===== src/rtl/fetch_line_buffer.sv =====
// Instruction fetch stage: fetches 64-bit lines after a fixed latency and issues 16-bit instructions over valid/ready.
// Optional FETCH_STATS_EN adds a line_fetches capture counter port.
module fetch_line_buffer #(
    parameter int unsigned MEM_LAT  = 5,
    parameter logic [15:0] RESET_PC = 16'h0000
) (
    input  logic        clk,
    input  logic        reset,
    output logic [15:0] mem_addr,
    input  logic [63:0] mem_line,
    output logic        instr_valid,
    input  logic        instr_ready,
    output logic [15:0] instr,
    output logic [15:0] instr_pc,
    input  logic        redirect_valid,
    input  logic [15:0] redirect_pc
`ifdef FETCH_STATS_EN
    ,
    output logic [15:0] line_fetches
`endif
);

    typedef enum logic {S_WAIT = 1'b0, S_ISSUE = 1'b1} state_t;

    localparam logic [3:0]  LAT_LAST = 4'(MEM_LAT - 1);
    localparam logic [15:0] PC_RST   = RESET_PC & 16'hFFFE;

    state_t      state_q, state_d;
    logic [15:0] pc_q, pc_d;
    logic [12:0] tag_q, tag_d;
    logic [63:0] line_q, line_d;
    logic        line_ok_q, line_ok_d;
    logic [3:0]  cnt_q, cnt_d;
    logic        redir_hit;
    logic        capture;

    assign redir_hit = (state_q == S_ISSUE) && line_ok_q && (redirect_pc[15:3] == tag_q);
    // A redirect on the capture edge abandons the in-flight line
    assign capture   = (state_q == S_WAIT) && (cnt_q == LAT_LAST) && !redirect_valid;

    always_ff @(posedge clk) begin
        if (reset) begin
            state_q   <= S_WAIT;
            pc_q      <= PC_RST;
            tag_q     <= '0;
            line_q    <= '0;
            line_ok_q <= 1'b0;
            cnt_q     <= '0;
        end else begin
            state_q   <= state_d;
            pc_q      <= pc_d;
            tag_q     <= tag_d;
            line_q    <= line_d;
            line_ok_q <= line_ok_d;
            cnt_q     <= cnt_d;
        end
    end

    always_comb begin
        state_d   = state_q;
        pc_d      = pc_q;
        tag_d     = tag_q;
        line_d    = line_q;
        line_ok_d = line_ok_q;
        cnt_d     = cnt_q;
        if (redirect_valid) begin
            pc_d = redirect_pc & 16'hFFFE;
            if (!redir_hit) begin
                state_d = S_WAIT;
                cnt_d   = '0;
            end
        end else begin
            case (state_q)
                S_WAIT: begin
                    if (capture) begin
                        line_d    = mem_line;
                        tag_d     = pc_q[15:3];
                        line_ok_d = 1'b1;
                        state_d   = S_ISSUE;
                        cnt_d     = '0;
                    end else begin
                        cnt_d = cnt_q + 4'd1;
                    end
                end
                S_ISSUE: begin
                    if (instr_ready) begin
                        pc_d = pc_q + 16'd2;
                        if (pc_q[2:1] == 2'd3) begin
                            state_d = S_WAIT;
                            cnt_d   = '0;
                        end
                    end
                end
                default: state_d = S_WAIT;
            endcase
        end
    end

    // Outputs decode registered state only
    always_comb begin
        instr_valid = (state_q == S_ISSUE);
        instr_pc    = pc_q;
        mem_addr    = {pc_q[15:3], 3'b000};
        case (pc_q[2:1])
            2'd0:    instr = line_q[63:48];
            2'd1:    instr = line_q[47:32];
            2'd2:    instr = line_q[31:16];
            default: instr = line_q[15:0];
        endcase
    end

`ifdef FETCH_STATS_EN
    logic [15:0] fetches_q;

    always_ff @(posedge clk) begin
        if (reset) begin
            fetches_q <= '0;
        end else if (capture) begin
            fetches_q <= fetches_q + 16'd1;
        end
    end

    assign line_fetches = fetches_q;
`endif

endmodule


===== config.mk =====
export PLATFORM = sky130hd
export DESIGN_NAME = fetch_line_buffer
export DESIGN_NICKNAME = d
export VERILOG_FILES = /design/src/rtl/fetch_line_buffer.sv
export SDC_FILE = /design/constraint.sdc
export NUM_CORES = 1
export LEC_CHECK = 0
export ABC_AREA = 1
export BUFFER_PORTS_ARGS = -buffer_cell sky130_fd_sc_hd__buf_2
export CELL_PAD_IN_SITES_DETAIL_PLACEMENT = 1
export CELL_PAD_IN_SITES_GLOBAL_PLACEMENT = 1
export CORE_MARGIN = 4
export CORE_UTILIZATION = 33
export DETAILED_ROUTE_END_ITERATION = 6
export HOLD_SLACK_MARGIN = 0.02
export PLACE_DENSITY = 0.74
export SYNTH_ARGS = -nofsm -noshare
export SYNTH_HDL_FRONTEND = slang
export SYNTH_SLANG_ARGS = --single-unit

===== constraint.sdc =====
create_clock -name clk -period 1.6 [get_ports clk]
set_input_delay 0.16 -clock clk [delete_from_list [all_inputs] [get_ports clk]]
set_output_delay 0.16 -clock clk [all_outputs]
set_load 0.01 [all_outputs]

==> results.md <==
* DR iter-0 viols at 306
* Hold EP: line_q[15]
* Pre-CTS setup slack at -0.1517 ns
* Clk slew on worst S/H paths at 0.07 ns
* Power Total at 5.173 mW
* Rows at 43
* Worst-skew pair later-pin latency at 0.35 ns
* Ys Warns at 0
* Die ar. at 0.01611 mm²
* Switching part of the total at 26.58%
* Hold WC Path Type: input pin to flop
* Startpoint Class: flop
* Initial Util at 33.62%
* Worst setup EP type: output pin
* PwrDens at 857.9 mW/mm²
* GRT overflow at 0
* CTS max path bufs at 2
* I/O Pins at 133
* Switch Pwr at 1.375 mW
* Die Wd at 126.9 µm
* Crit share post-route at 118.8%
* Top FF cell, synth: dfxtp_1
* CTS tree: built
* Area leader, netlist: dfxtp_1
* Routed Antenna Nets at 0
* Layout cells sized above 1 at 26.68%
* Largest net degree at the start of global routing at 81
* Vias in the first global route at 4917
* Number of port buffers at 127
* Peak supply drop at 0.4988 mV
* CP Max Fanout at 7
* Synthesized flop and latch total at 98
* RSZ-0062 raised after global routing: true
* Delay of the slowest critical-path stage at 0.36 ns
* Crit Reg-Reg Startpoint: cnt_q[0]
* Hold Vio Cnt, Final at 0
* Worst reg2reg path endpoint: line_q[33]
* Gr usage total at 19.49%
* Most frequent cell after synthesis: nor2_1
* Pleak at 2.614 nW
* Hold-critical path depth at 3
* Status: finished with violations
* Dpl hpwl at 11690 µm
* TritonCTS sink count at 98
* Wirelength per Cell at 16.90 µm
* Clock period minus worst slack at 1.901 ns
* Post-synth EDFFs at 0
* Slowest stage cell, crit path: dfxtp_4
* RePlAce Congestion at 0.8276
* Via count at 4833
* Top-area cell type share of the netlist area at 42.04%
* ANT cells at 0
* Total CTS buffers at 9
* Antenna violations before repair at 0
* Clk root buf: clkbuf_16
* Hold WS at 0.05339 ns
* Seq pwr share at 48.5%
* Die Ht at 126.9 µm
* Layout Utilization at 43.44%
* Seq/Total Area, Yosys at 42.04%
* Critical Path Stages at 7
* Global-route wire length before repair at 25270 µm
* Failing checks: negative setup slack
* Fin Clk Skew at 0.007014 ns
* Final setup viols at 16
* Max-slew violations at 0
* Max-cap violations at 0
* Number of remaining DRC errors at 0
* Combinational power share at 11.1%
* Nets at 873
* Clock share of power at 40.4%
* Synth cell types at 33
* H-tree depth at 3
* Post-Route WL at 16350 µm
* Asr flop ratio synth at 0%
* P_int at 3.798 mW
* CP Buf/Inv Count at 3
* Most frequent cells after synthesis: nor2_1, dfxtp_1, nand2_1, o21ai_0, inv_1
* Syn Inst Count at 663
* CTS Hold Bufs at 0
* CP top delay family: compound AO/OA/AOI/OAI gates
* Hold Crit Start: mem_line[15]
* Final worst slack at -0.3007 ns
* Worst EP required at 1.44 ns
* Worst-path cell chain: buf_6 > ha_4 > buf_12 > a22o_1 > a21oi_1 > o21ai_1 > buf_2
* Critical path class: flop to output pin
* F_max at 0.5261 GHz
* Core area at 0.01388 mm²
* Worst Path Arrival at 1.74 ns
* Area grow syn2layout at 29.20%
* Worst r2r path cells at 8
* Synth Cell Area at 0.004667 mm²
* Reg2Reg Setup Slack at 0.04 ns
* Avg Cell Area, Syn at 7.039 µm²
* Via density at 4.998
* Drt pass-1 iters at 5
* Synth area leaders: dfxtp_1, nor2_1, o21ai_0
## metrics by stage
stage | cell area, µm² | instances | TNS (ns)
3_3_place_gp | 5453 | 941 | -0.3153
6_report | 6030 | 967 | -3.905
2_1_floorplan | 4681 | 666 | 0
5_1_grt | 6030 | 967 | -5.273
4_1_cts | 5863 | 963 | -3.743
3_5_place_dp | 5453 | 941 | -1.033
## sequential cells by signal, indices dropped and copies added (netlist names)
name,count
line_q,64
instr_pc,15
tag_q,13
cnt_q,4
instr_valid,1
line_ok_q,1
## how the worst max path moves through the flow
stage               slack, ns         from         to
finish                  -0.30  instr_pc[2]  instr[15]
global route            -0.36  instr_pc[1]  instr[15]
CTS                     -0.25  instr_pc[2]   instr[4]
detailed placement      -0.15  instr_pc[2]   instr[1]
global placement        -0.08  instr_pc[2]   instr[3]
floorplan                0.03  instr_pc[2]   instr[1]
## layer usage
metal / track usage, % / share of wire [%] / wire length (µm) / vias to the layer above
met1: 24.79 / 43 / 7041 / 2317
met3: 4.463 / 5.2 / 846 / 22
met2: 33.41 / 49 / 8085 / 110
li1: - / - / - / 2384
met5: 0 / 0 / 0 / -
met4: 4.858 / 2.3 / 373 / 0
## logic make-up (layout without fill, tap and decap cells)
family	count (synthesis)	in the layout	share of synthesized area (%)
and+or+nand+nor	274	274	23.67
AOI/OAI and AO/OA	171	171	20.29
buffers and inverters	104	225	10.54
DFF	98	98	42.04
xor gates and xnor gates	8	8	1.501
adders and majority gates	7	7	1.877
other	1	4	0.08035
## cell usage in the layout (no fill, tap or decap), types with 15 or more instances in the layout
cell | netlist | final
a21oi_1 | 38 | 30
a22o_1 | 16 | 15
buf_2 | 12 | 127
buf_4 | 19 | 17
dfxtp_1 | 98 | 95
inv_1 | 47 | 44
nand2_1 | 94 | 94
nor2_1 | 152 | 151
o21ai_0 | 94 | 70
o21ai_1 | 5 | 26
## timing repair
item | 4_1_cts | 5_1_grt
resized for setup | 30 | 35
cloned | 0 | 2
setup buffers | 6 | 2
pin swaps | 15 | 14
setup endpoints to repair | 16 | 55
## power groups by stage
stage / clock network [mW] / logic [mW] / registers (mW)
final: 2.09 / 0.574 / 2.51
after global routing: 2.25 / 0.629 / 2.51
after CTS: 2.15 / 0.546 / 2.50
after detailed placement: 0 / 0.499 / 2.56
after global placement: 0 / 0.485 / 2.56
after floorplan: 0 / 0.258 / 2.57
## worst reg2reg max path, cell delays in order (launching register included)
cell	delay, ns
dfxtp_1	0.31
inv_1	0.08
ha_1	0.15
nand2_1	0.05
nor2_1	0.13
nand2_2	0.14
buf_12	0.22
o21ai_0	0.28
nor2_1	0.07
## final cells by class
cell class	instances	area (µm²)
clock inverters	6	50.05
fillers	1775	7851
inverters	50	197.7
multi-input cells	464	2354
clock buffers	10	229.0
repair buffers	159	1003
well taps	180	225.2
flip-flops and latches	98	1971
Power figures use the tool's default switching activity.
